**src/rtl/dual_rail_rx.sv**
```systemverilog
// Clocked receiver for a four-phase dual-rail link: synchronises the rails, acks each token,
// assembles WIDTH tokens LSB-first and presents the word on a valid/ready port.
module dual_rail_rx #(
    parameter int WIDTH       = 8,
    parameter int SYNC_STAGES = 2
) (
    input  logic             clk,
    input  logic             reset,
    input  logic             bit0,
    input  logic             bit1,
    output logic             ack,
    output logic [WIDTH-1:0] data_out,
    output logic             data_valid,
    input  logic             data_ready,
    output logic             proto_err
);

    localparam int CW = (WIDTH > 1) ? $clog2(WIDTH) : 1;
    localparam logic [CW-1:0] LAST = CW'(WIDTH - 1);

    typedef enum logic [1:0] {
        ST_RESYNC,
        ST_WAIT,
        ST_ACK
    } state_t;

    state_t                 state;
    logic [SYNC_STAGES-1:0] sync0;
    logic [SYNC_STAGES-1:0] sync1;
    logic [SYNC_STAGES-1:0] primed;
    logic [CW-1:0]          bit_cnt;
    logic [WIDTH-1:0]       shift;
    logic                   r0;
    logic                   r1;
    logic                   primed_full;
    logic                   slot_free;

    assign r0          = sync0[SYNC_STAGES-1];
    assign r1          = sync1[SYNC_STAGES-1];
    assign primed_full = &primed;
    assign slot_free   = !data_valid || data_ready;

    // primed fills once the chains hold real pin samples, so the reset value of the
    // synchronisers is never mistaken for a SPACER when leaving RESYNC.
    always_ff @(posedge clk or negedge reset) begin
        if (!reset) begin
            sync0  <= '0;
            sync1  <= '0;
            primed <= '0;
        end else begin
            sync0  <= {sync0[SYNC_STAGES-2:0], bit0};
            sync1  <= {sync1[SYNC_STAGES-2:0], bit1};
            primed <= {primed[SYNC_STAGES-2:0], 1'b1};
        end
    end

    always_ff @(posedge clk or negedge reset) begin
        if (!reset) begin
            state      <= ST_RESYNC;
            ack        <= 1'b0;
            data_out   <= '0;
            data_valid <= 1'b0;
            proto_err  <= 1'b0;
            bit_cnt    <= '0;
            shift      <= '0;
        end else begin
            proto_err <= 1'b0;
            // A word loaded below overrides this clear on the same edge.
            if (data_valid && data_ready)
                data_valid <= 1'b0;
            case (state)
                ST_RESYNC: begin
                    ack <= 1'b0;
                    if (primed_full && !r0 && !r1)
                        state <= ST_WAIT;
                end
                ST_WAIT: begin
                    if (r0 && r1) begin
                        proto_err <= 1'b1;
                        bit_cnt   <= '0;
                        shift     <= '0;
                        state     <= ST_RESYNC;
                    end else if (r0 ^ r1) begin
                        if (bit_cnt != LAST) begin
                            shift[bit_cnt] <= r1;
                            bit_cnt        <= bit_cnt + 1'b1;
                            state          <= ST_ACK;
                            ack            <= 1'b1;
                        end else if (slot_free) begin
                            data_out   <= {r1, shift[WIDTH-2:0]};
                            data_valid <= 1'b1;
                            bit_cnt    <= '0;
                            state      <= ST_ACK;
                            ack        <= 1'b1;
                        end
                    end
                end
                ST_ACK: begin
                    if (!r0 && !r1) begin
                        state <= ST_WAIT;
                        ack   <= 1'b0;
                    end
                end
                default: begin
                    state <= ST_RESYNC;
                    ack   <= 1'b0;
                end
            endcase
        end
    end

endmodule

```
**config.mk**
```make
export PLATFORM = sky130hd
export DESIGN_NAME = dual_rail_rx
export DESIGN_NICKNAME = d
export VERILOG_FILES = /design/src/rtl/dual_rail_rx.sv
export SDC_FILE = /design/constraint.sdc
export NUM_CORES = 1
export LEC_CHECK = 0
export ABC_AREA = 0
export CAP_MARGIN = 20
export CORE_ASPECT_RATIO = 1.75
export CORE_MARGIN = 2
export CORE_UTILIZATION = 45
export DETAILED_ROUTE_END_ITERATION = 7
export HOLD_SLACK_MARGIN = 0.05
export PLACE_DENSITY = 0.66
export SLEW_MARGIN = 20
export SYNTH_ARGS = -nofsm -noshare
export SYNTH_HDL_FRONTEND = slang
export SYNTH_SLANG_ARGS = --single-unit
```
**constraint.sdc**
```tcl
create_clock -name clk -period 3 [get_ports clk]
set_clock_uncertainty 0.1 [all_clocks]
set_input_delay 0.6 -clock clk [delete_from_list [all_inputs] [get_ports clk]]
set_output_delay 0.6 -clock clk [all_outputs]
set_load 0.01 [all_outputs]
```
# --- After elaboration in Yosys (flattened, before gate mapping) ---
# Cells that the tools add are included.
classes:
  addsub: 1
  n_mul: 0
  n_div: 0
  magnitude_cmp: 2
  eq_ne: 10
  shift: 0
  n_mux: 31
  bitwise: 3
  n_reduce_logical: 20
op_table:
  columns: ["op", "count"]
  rows:
  - ["8-bit 2-to-1 mux", 3]
  - ["1-bit 2-to-1 mux", 14]
  - ["2-bit 2-to-1 mux", 6]
  - ["3-bit 2-to-1 mux", 4]
  - ["3-bit != test (second input constant)", 3]
  - ["8-bit bitwise mux", 1]
  - ["2-bit != test (second input constant)", 4]
  - ["4-bit AND reduction", 2]
  - ["1-bit logical AND", 6]
  - ["2-bit one-hot mux with 3 select lines", 1]
  - ["3-bit AND reduction", 2]
  - ["5-bit AND reduction", 1]
  - ["3-bit by 4-bit less-than comparator with 1-bit output (second input constant)", 1]
  - ["4-bit != test (second input constant)", 1]
  - ["2-bit nonzero test", 2]
  - ["3-bit by 1-bit adder with 3-bit output (second input constant)", 1]
  - ["1-bit demux with 3-bit select", 1]
  - ["3-bit by 1-bit >= comparator with 1-bit output (second input constant)", 1]
  - ["1-bit logical NOT", 3]
  - ["3-bit nonzero test", 1]
  - ["2-bit by 1-bit equality test with 1-bit output (second input constant)", 1]
  - ["2-bit equality test (second input constant)", 1]
  - ["2-bit logical NOT", 1]
  - ["1-bit inverter", 2]
  - ["4 further kinds", 4]
totals:
  reg_bits: 30
  latch_bits: 0
  ramBits: 0
  mem_bits_ro: 0
  output_inout_bits: 11
  memories: 0

# --- Depth between registers and ports, before layout ---
# Gate-level depths: netlist (run 1).
logic_depth:
  ltp_word: 8
  depth_mapped: 6

# --- Worst setup path after synthesis (run 1) ---
# No wires, ideal clock.
synth_timing:
  path_kind: "register to register"
  start: "register bit_cnt[0]"
  end: "register shift[1]"
  setup_time_ps: 101
  arrival_ps: 1501
  t_required_ps: 2799
  path_slack_ps: 1298
  stages_incl_launch_ff: 6
  period_less_slack_ps: 1702
  cell_sequence: "dfrtp_1 -> ha_1 -> ha_1 -> nor3b_1 -> nand3b_1 -> o32ai_1"
synth_between:
  elab_chain_len: 8
  word_cells_on_any_way: 12
  classes_between: "order compare (2); eq/ne (1); mux (6); reduce/logical (3)"
synth_rtl:
  columns: ["item", "line", "text"]
  rows:
  - ["start: declaration", "31", "logic [CW-1:0] bit_cnt;"]
  - ["start signal: assignment", "86", "bit_cnt <= bit_cnt + 1'b1;"]
  - ["3-bit by 4-bit less-than comparator with 1-bit output (implied by the code) or 3-bit by 1-bit >= comparator with 1-bit output (tied branches)", "85", "shift[bit_cnt] <= r1;"]
  - ["1-bit logical AND (implied by the code)", "85", null]
  - ["1-bit 2-to-1 mux (implied by the code)", "85", null]
  - ["1-bit demux with 3-bit select", "85", null]
  - ["8-bit bitwise mux", "85", null]
  - ["8-bit 2-to-1 mux", "84", "if (bit_cnt != LAST) begin"]
  - ["8-bit 2-to-1 mux", "83", "end else if (r0 ^ r1) begin"]
  - ["8-bit 2-to-1 mux", "78", "if (r0 && r1) begin"]
  - ["end signal: indexed assignment", "85", null]
  - ["end: declaration", "32", "logic [WIDTH-1:0] shift;"]
# Several ways; a longest one is shown, not always the timed one. The select of a mux whose other input is x is not followed.
# A chain may end at the register's enable or synchronous reset.

# --- Final worst setup path (run 1) ---
layout_timing:
  start: "register sync1[1]"
  end: "register bit_cnt[1]"
layout_between:
  elab_chain_len: 3
  word_cells_on_any_way: 6
  classes_between: "mux (1); bitwise (1); reduce/logical (4)"
layout_rtl:
  columns: ["item", "line", "text"]
  rows:
  - ["start: declaration", "29", "logic [SYNC_STAGES-1:0] sync1;"]
  - ["start signal: assignment", "52", "sync1 <= {sync1[SYNC_STAGES-2:0], bit1};"]
  - ["1-bit bitwise XOR or 1-bit logical AND (tied branches)", "83, 78", null]
  - ["2-bit nonzero test (no line) or 3-bit nonzero test (tied branches)", null, null]
  - ["3-bit AND reduction (no line)", null, null]
# Several ways; a longest one is shown, not always the timed one.

==> run_results.csv, run 1 <==
group,metric,value,unit
outcome,status,"finished, final reports clean",
worst_setup_path,rrSetupSlack,0.87,ns
worst_setup_path,crit_path_start_kind,"flip-flop",
floorplan,ios,16,
clock_tree,clock-sinks,29,
synthesis,seq_area_frac_synth,52.4,%
timing,slew_viol_final,0,
placement,portBuffers,15,
synthesis,ys_async_sr_fraction,100,%
synthesis,ys_top_cells_by_area,"dfrtp_1 (52%), mux2_2 (7.3%), ha_1 (4.5%)",
clock_tree,cts_tree,"yes",
worst_setup_path,startpoint,"sync1[1]$_DFF_PN0_",
layout,fin_nets,142,
detailed_routing,viasPerCell,5.86,
timing,rsz0062_at_grt,"false",
floorplan,die_h,77.4,um
placement,place_area,1550,um2
detailed_routing,ant_nets,0,
floorplan,core,2930,um2
floorplan,floorplan.initialDensity,47.3,%
power,p_leak,0.751,nW
grt,grt_max_degree,30,
worst_setup_path,path_max_fanout,12,
timing,max_freq,0.469,GHz
worst_setup_path,cp_data_required_time,3.07,ns
worst_hold_path,hold_depth,0,
grt,grt_pass1_wl,4.40,mm
clock_tree,clock_path_buffers,2,
timing,finalHoldViolCount,0,
synthesis,netlist_area,1390,um2
clock_tree,insertion_delay,0.28,ns
synthesis,synthesis.instances,115,
detailed_routing,vias,938,
clock_tree,clk_pin_slew_worst_paths,0.05,ns
grt,first_global_vias,938,
layout,drive_gt1_share,16.7,%
timing,tightest_slew,0.684,ns
synthesis,yosys.area.top_type,"dfrtp_1",
synthesis,synth_common_cells,"dfrtp_1 (29), mux2_2 (9), nand2_1 (6)",
clock_tree,cts_hold_buf,0,
grt,track_usage,17.3,%
worst_setup_path,path_class,"reg -> reg",
worst_hold_path,hold_path_end,"sync0[1]$_DFF_PN0_",
power,p_total,1.24,mW
worst_hold_path,worst_hold_startpoint,"sync0[0]$_DFF_PN0_",
synthesis,ys.flop_type,"dfrtp_1",
synthesis,synth-edff-count,0,
worst_setup_path,rr_endpoint,"bit_cnt[1]$_DFFE_PN0P_",
worst_hold_path,hold_path_class,"reg -> reg",
layout,multi_input_comb_area,617,um2
detailed_routing,route.detailed.drc,0,
clock_tree,cts_made_buffers,5,
clock_tree,post_cts_buffers,0,
synthesis,synth_nets,125,
power,ir_drop,0.410,mV
worst_setup_path,end_kind,"flip-flop",
flow_run,maxCapViolCount,0,
timing,finalCritPeriodShare,71.0,%
synthesis,synth_most_common_cell,"dfrtp_1",
synthesis,syn_avg_cell_area,12.0,um2
placement,gp_congestion,0.763,
grt,antenna_found_initial,0,
power,power.density,755,nW/um2
floorplan,fp-row-count,26,
layout,syn2layout_area_growth,18.4,%
floorplan,die_w,45.9,um
worst_setup_path,r2r_start,"sync1[1]$_DFF_PN0_",
detailed_routing,firstDrtPassIters,4,
detailed_routing,wl_per_cell,15.4,um
worst_setup_path,arrival,2.20,ns
timing,fin_tns_setup,0,ns
timing,relSlewSlack,54.2,%
layout,nFillCells,262,
placement,hpwl,1.77,mm
layout,final_util,56.0,%
timing,final.min_clock_period,2.13,ns
clock_tree,cts_resized,0,
timing,setup_viol_count_final,0,
floorplan,dieArea,3560,um2
layout,antenna_cells,0,
detailed_routing,wirelength,2.47,mm
clock_tree,htree_levels,2,
synthesis,synth_top_area_share,52.4,%
clock_tree,cts_root_buffer,"clkbuf_8",
layout,layout.area.seq,726,um2
grt,gr-total-overflow,0,
synthesis,ys.warnings.count,0,
synthesis,ys_types,37,
synthesis,ys_seq_elements,29,
worst_setup_path,rr_worst_depth,5,
detailed_routing,drt_iter0_drc,19,
layout,fin_area,1640,um2
[state kept, by name (all words and copies together) (netlist names)]
register / count
shift: 7
data_valid: 1
state: 2
proto_err: 1
data_out: 8
bit_cnt: 3
sync0: 2
primed: 2
sync1: 2
ack: 1
[worst max-delay path by stage]
| stage | end | slack (ns) | depth (start not counted) |
|---|---|---|---|
| 5_1_grt | shift[1]$_DFFE_PN0P_ | 0.70 | 5 |
| 4_1_cts | bit_cnt[1]$_DFFE_PN0P_ | 0.87 | 5 |
| 2_1_floorplan | shift[1]$_DFFE_PN0P_ | 1.30 | 5 |
| 6_report | bit_cnt[1]$_DFFE_PN0P_ | 0.87 | 5 |
| 3_3_place_gp | bit_cnt[1]$_DFFE_PN0P_ | 0.94 | 4 |
| 3_5_place_dp | bit_cnt[1]$_DFFE_PN0P_ | 0.88 | 5 |
[placed cells by master (no fill, tap or decap), types with 2 or more instances in the layout]
master and instances:
a21oi_1 3, a22o_1 2, and2_1 2, and3b_1 2
and4b_1 2, clkbuf_8 6, clkdlybuf4s50_1 15, dfrtp_1 29
ha_1 5, inv_1 5, mux2_2 9, nand2_1 6
nand2b_1 3, nand3_1 2, nand3b_1 3, nor2_1 3
nor3b_1 5, nor3b_2 2, o211a_1 2, o211ai_1 5
o2bb2ai_1 3
[per-layer routing]
metal,global-route usage (%),share of wire (%),up-vias
li1,-,-,452
met1,21.1,40,458
met2,26.4,53,20
met3,5.58,4.3,8
met4,8.57,2.6,0
met5,0,0,-
[final cells by class]
class	count	area share, %
Inverter	5	1.14
Multi-Input combinational cell	75	37.6
Timing Repair Buffer	16	9.61
Tap cell	28	2.14
Clock buffer	7	5.26
Sequential cell	29	44.2
[stage by stage]
stage          hold WS, ns  cells  setup slack [ns]
4_1_cts              0.252    160             0.874
5_1_grt              0.253    160             0.696
2_1_floorplan        0.204    115              1.30
6_report             0.248    160             0.869
3_5_place_dp         0.240    153             0.883
3_3_place_gp         0.240    153             0.942
[report_power, final]
group / switching [mW] / total [mW] / internal (mW)
Combinational: 0.147 / 0.341 / 0.194
Sequential: 0.108 / 0.584 / 0.476
Clock: 0.132 / 0.313 / 0.181
Total: 0.387 / 1.24 / 0.851
[cells by family (layout without fill, tap and decap cells)]
kind of cell | after synthesis | count (layout) | share of synthesized area, %
AND/OR/NAND/NOR | 36 | 36 | 18.6
other | 1 | 1 | 0.271
flip-flops | 29 | 29 | 52.4
multiplexers | 9 | 9 | 7.32
AO/OA/AOI/OAI | 24 | 24 | 13.8
adder cells (fa/ha/maj) | 5 | 5 | 4.52
buffers and inverters | 11 | 28 | 3.07
[critical path, stage by stage, from the launching register on]
cell and delay (ns):
dfrtp_1 0.41, inv_1 0.07, ha_1 0.24, nor3b_2 0.61
and2_1 0.25, mux2_2 0.34
(Power assumes the default switching activity.)
==> run 2, diff against run 1 <==
==> constraint.sdc (replaced) <==
create_clock -name clk -period 2.2 [get_ports clk]
set_clock_uncertainty 0.1 [all_clocks]
set_input_delay 0.44 -clock clk [delete_from_list [all_inputs] [get_ports clk]]
set_output_delay 0.44 -clock clk [all_outputs]
set_load 0.01 [all_outputs]
==> run 2 against run 1 <==
Sequential power rose by 25%; global-route usage is 0.29 points higher; clock power grew 80%; critical path type unchanged; final cell count rose by 3.8%; count of clock-buffer cells in the layout is the same; sequential share of layout area down 1.8 points; worst hold slack better by 0.0017 ns; register-to-register slack worse by 0.66 ns; critical endpoint is now shift[1]$_DFFE_PN0P_; first-iteration DRC count down 32%.
==> run_results.csv, run 2 (synthesis results as in run 1) <==
group,metric,value,unit
grt,first_global_vias,1014,
worst_setup_path,worst_path_max_delay_cell,"nor3b_1",
worst_setup_path,crit_path_start_kind,"flip-flop",
layout,largest_register_ffs,8,
clock_tree,insertion_delay,0.29,ns
worst_setup_path,crit_family,"simple AND/OR/NAND/NOR gates",
detailed_routing,ant_nets,0,
power,power.density,1090,nW/um2
floorplan,fp-row-count,26,
timing,timing.final.ws_setup,0.212,ns
worst_setup_path,cp_data_required_time,2.29,ns
worst_setup_path,path_class,"reg -> reg",
worst_setup_path,path_max_fanout,5,
layout,nFillCells,265,
layout,syn2layout_area_growth,23.3,%
detailed_routing,vias,980,
grt,track_usage,17.6,%
detailed_routing,wirelength,2.48,mm
clock_tree,htree_levels,2,
timing,hold_slack,0.250,ns
placement,pre_cts_ws,0.247,ns
worst_setup_path,max_stage_delay,0.49,ns
timing,slew_viol_final,0,
worst_setup_path,arrival,2.08,ns
layout,layout_commonest_cell,"dfrtp_1",
flow_run,maxCapViolCount,0,
floorplan,ios,16,
grt,grt_max_degree,30,
grt,grt.busiest_layer,"met2",
layout,reg_top3,"data_out: 8 flops, shift: 7 flops, bit_cnt: 3 flops",
worst_hold_path,hold_path_class,"reg -> reg",
floorplan,core,2930,um2
layout,final_util,58.3,%
detailed_routing,drt_iter0_drc,13,
detailed_routing,viasPerCell,5.90,
layout,drive_gt1_share,20.3,%
outcome,status,"finished, final reports clean",
timing,finalHoldViolCount,0,
clock_tree,clock_path_buffers,2,
clock_tree,cts_resized,0,
worst_setup_path,end_kind,"flip-flop",
placement,hpwl,1.79,mm
timing,rsz0062_at_grt,"false",
timing,fin_tns_setup,0,ns
grt,grtUsageMet1,20.1,%
timing,finalCritPeriodShare,90.4,%
layout,antenna_cells,0,
clock_tree,clock-sinks,29,
power,ir_drop,0.774,mV
worst_setup_path,crit_chain,"ha_1 -> ha_1 -> nor3b_1 -> nand3b_1 -> o32ai_1",
timing,setup_viol_count_final,0,
placement,gp_congestion,0.745,
layout,fin_cells,166,
detailed_routing,firstDrtPassIters,4,
floorplan,die_w,45.9,um
clock_tree,post_cts_buffers,0,
clock_tree,cts_tree,"yes",
clock_tree,cts_root_buffer,"clkbuf_8",
clock_tree,clk_pin_slew_worst_paths,0.06,ns
placement,portBuffers,15,
clock_tree,cts_hold_buf,0,
floorplan,dieArea,3560,um2
worst_setup_path,crit_buf_inv,0,
placement,dp_cells,158,
layout,fin_nets,147,
timing,relSlewSlack,64.5,%
timing,final.min_clock_period,1.99,ns
grt,grt.met2_usage,27.5,%
grt,grt_pass1_wl,4.50,mm
timing,max_freq,0.503,GHz
layout,multi_input_comb_area,617,um2
floorplan,die_h,77.4,um
layout,layout.area.seq,726,um2
detailed_routing,route.detailed.drc,0,
grt,antenna_found_initial,0,
detailed_routing,wl_per_cell,15.0,um
worst_setup_path,cp_common_cell,"ha_1",
floorplan,floorplan.initialDensity,47.3,%
clock_tree,cts_made_buffers,5,
layout,top_register,"data_out",
timing,tightest_slew,0.532,ns
grt,grt_util_met3,5.58,%
placement,place_area,1590,um2
layout,fin_area,1710,um2
power,p_leak,0.791,nW
grt,gr-total-overflow,0,
power,p_total,1.87,mW
layout,layout_common_cells,"dfrtp_1 (29), clkdlybuf4s50_1 (15), mux2_2 (9)",
-- run 2: worst register-to-register path, cell delays in order, from the launching register on --
cell and delay [ns]:
dfrtp_1 0.38, ha_1 0.23, ha_1 0.28, nor3b_1 0.49
nand3b_1 0.17, o32ai_1 0.24
-- run 2: area by class of cell --
cell class                      instances  share of cell area (%)
Inverter                                5                    1.10
Clock inverter                          1                    1.76
Timing Repair Buffer                   21                    11.4
Sequential cell                        29                    42.5
Clock buffer                            7                    5.05
Multi-Input combinational cell         75                    36.1
Tap cell                               28                    2.05
-- run 2: worst paths after layout --
path / startpoint / end / slack, ns / cells after the start
setup reg to reg: bit_cnt[0]$_DFFE_PN0P_ / shift[1]$_DFFE_PN0P_ / 0.21 / 5
hold reg to reg: sync1[0]$_DFF_PN0_ / sync1[1]$_DFF_PN0_ / 0.25 / 0
hold / removal: sync1[0]$_DFF_PN0_ / sync1[1]$_DFF_PN0_ / 0.25 / 0
min in group asynchronous: reset / shift[3]$_DFFE_PN0P_ / 0.43 / 2
setup / recovery: bit_cnt[0]$_DFFE_PN0P_ / shift[1]$_DFFE_PN0P_ / 0.21 / 5
max in group asynchronous: reset / proto_err$_DFF_PN0_ / 1.30 / 2
-- run 2: per-layer routing --
layer  vias to the layer above  part of all wire, %  routed length [um]
met1                       495                   40                 985
met2                        18                   53                1330
met5                         -                    0                   0
met3                         6                  3.8                  95
met4                         0                  3.0                  74
li1                        461                    -                   -
-- run 2: power by group --
| part | internal [mW] | switching (mW) |
|---|---|---|
| combinational | 0.301 | 0.271 |
| clock | 0.368 | 0.194 |
| sequential | 0.649 | 0.0820 |
| total | 1.32 | 0.547 |
==> run 3, diff against run 2 <==
--- a/config.mk
+++ b/config.mk
@@ -8,7 +8,6 @@
 export ABC_AREA = 0
 export CAP_MARGIN = 20
 export CORE_ASPECT_RATIO = 1.75
-export CORE_MARGIN = 2
 export CORE_UTILIZATION = 45
 export DETAILED_ROUTE_END_ITERATION = 7
 export HOLD_SLACK_MARGIN = 0.05
==> run 3 against run 2 <==
Total power decreased by 5.1%; via count is 0.92% lower; global-route usage is 0.18 points higher; maximum frequency up 1.6%; cell area is 0.88% lower; core utilization is 0.51 points lower; sequential share of layout area rose by 0.38 points; worst hold slack got worse by 0.0012 ns; combinational power down 1%; count of clock-buffer cells in the layout unchanged; routed wire length fell by 1.8%.
==> run_results.csv, run 3 (synthesis results as in run 1) <==
group,metric,value,unit
outcome,status,"finished, final reports clean",
clock_tree,cts_resized,0,
power,switchingPower,0.539,mW
timing,setup_viol_count_final,0,
floorplan,die_h,75.4,um
clock_tree,insertion_delay,0.28,ns
layout,largest_register_ffs,8,
placement,hpwl,1.75,mm
detailed_routing,ant_nets,0,
power,ir_drop,0.626,mV
placement,portBuffers,15,
clock_tree,cts_made_buffers,5,
worst_setup_path,r2r_start,"bit_cnt[0]$_DFFE_PN0P_",
detailed_routing,drt_iter0_drc,13,
timing,finalHoldViolCount,0,
layout,fin_cells,166,
worst_hold_path,hold_path_class,"reg -> reg",
layout,nFillCells,256,
timing,final.min_clock_period,1.96,ns
clock_tree,clock-sinks,29,
worst_setup_path,rr_worst_depth,5,
clock_tree,htree_levels,2,
power,internal_power,1.23,mW
floorplan,fp-row-count,26,
power,power_frac_seq,41.5,%
clock_tree,cts_tree,"yes",
timing,tightest_slew,0.506,ns
power,power.density,1050,nW/um2
power,p_leak,0.786,nW
timing,rsz0062_at_grt,"false",
clock_tree,post_cts_buffers,0,
detailed_routing,wirelength,2.44,mm
clock_tree,clk_pin_slew_worst_paths,0.06,ns
worst_setup_path,end_kind,"flip-flop",
flow_run,maxCapViolCount,0,
clock_tree,cts_hold_buf,0,
layout,fin_nets,147,
floorplan,core,2930,um2
layout,layout_common_cells,"dfrtp_1 (29), clkdlybuf4s50_1 (15), mux2_2 (9)",
power,p_total,1.77,mW
floorplan,ios,16,
layout,antenna_cells,0,
timing,max_freq,0.511,GHz
grt,grt_max_degree,30,
detailed_routing,route.detailed.drc,0,
clock_tree,cts_root_buffer,"clkbuf_8",
detailed_routing,wl_per_cell,14.7,um
placement,dp_cells,158,
grt,first_global_vias,953,
layout,top_register,"data_out",
layout,syn2layout_area_growth,22.2,%
timing,slew_viol_final,0,
layout,reg_top3,"data_out: 8 flops, shift: 7 flops, bit_cnt: 3 flops",
floorplan,dieArea,3310,um2
placement,gp_congestion,0.800,
detailed_routing,viasPerCell,5.85,
worst_setup_path,cp_data_required_time,2.28,ns
power,pwr-share-comb,31.9,%
worst_setup_path,path_class,"reg -> reg",
clock_tree,clock_path_buffers,2,
layout,drive_gt1_share,21.0,%
worst_setup_path,arrival,2.04,ns
timing,finalCritPeriodShare,88.9,%
worst_setup_path,crit_path_start_kind,"flip-flop",
power,clkPwrFrac,26.6,%
worst_setup_path,startpoint,"bit_cnt[0]$_DFFE_PN0P_",
timing,hold_slack,0.248,ns
timing,relSlewSlack,66.2,%
detailed_routing,firstDrtPassIters,6,
grt,grt_pass1_wl,4.20,mm
floorplan,floorplan.initialDensity,47.3,%
floorplan,die_w,43.9,um
grt,track_usage,17.8,%
worst_hold_path,hold_depth,0,
worst_hold_path,worst_hold_startpoint,"sync1[0]$_DFF_PN0_",
grt,antenna_found_initial,0,
power,p_sw_share,30.5,%
worst_setup_path,path_max_fanout,5,
timing,fin_tns_setup,0,ns
detailed_routing,vias,971,
grt,gr-total-overflow,0,
layout,layout_commonest_cell,"dfrtp_1",
-- run 3: changes by cell type in the layout (fill, tap and decap cells not counted), sizes merged --
cell / before / now
bufinv: 1 / 0
clkinv: 0 / 1
-- run 3: through the flow --
step                      utilization, %  cell area [um2]  setup slack [ns]
after floorplan                        -             1390             0.498
after global placement              54.4             1590             0.281
after detailed placement            54.4             1590             0.262
after CTS                           57.8             1690             0.243
after global routing                57.8             1690             0.131
final                               57.8             1690             0.244
-- run 3: cell type report --
cell class                 instances  area [um2]  area share (%)
timing repair buffer              21         195            11.5
clock inverter                     1        5.00           0.296
clock buffer                       7        96.3            5.69
sequential                        29         726            42.9
multi-input combinational         75         617            36.4
tap                               28        35.0            2.07
inverter                           5        18.8            1.11
-- run 3: layer usage --
metal	share of wire (%)	vias to the layer above	global-route usage [%]
met5	0	-	0
met4	2.5	0	10.1
met3	3.7	7	5.69
met2	52	15	30.8
met1	42	486	18.6
li1	-	463	-
-- run 3: path summary, 6_finish.rpt --
check                                     endpoint  slack [ns]
max                           shift[1]$_DFFE_PN0P_        0.24
min                             sync1[1]$_DFF_PN0_        0.25
max reg2reg                   shift[1]$_DFFE_PN0P_        0.24
min reg2reg                     sync1[1]$_DFF_PN0_        0.25
max in group asynchronous      primed[0]$_DFF_PN0_        1.30
min in group asynchronous  data_out[4]$_DFFE_PN0P_        0.44
-- run 3: critical path, stage by stage (launching register included) --
cell      delay [ns]
dfrtp_1         0.39
ha_1            0.23
ha_1            0.28
nor3b_1         0.47
nand3b_1        0.17
o32ai_1         0.23
-- run 3: power by group through the flow --
stage,clock network [mW],registers (mW),logic (mW)
3_3_place_gp,0,0.740,0.558
2_1_floorplan,0,0.743,0.368
3_5_place_dp,0,0.746,0.567
6_report,0.471,0.734,0.565
5_1_grt,0.508,0.751,0.626
4_1_cts,0.489,0.736,0.571
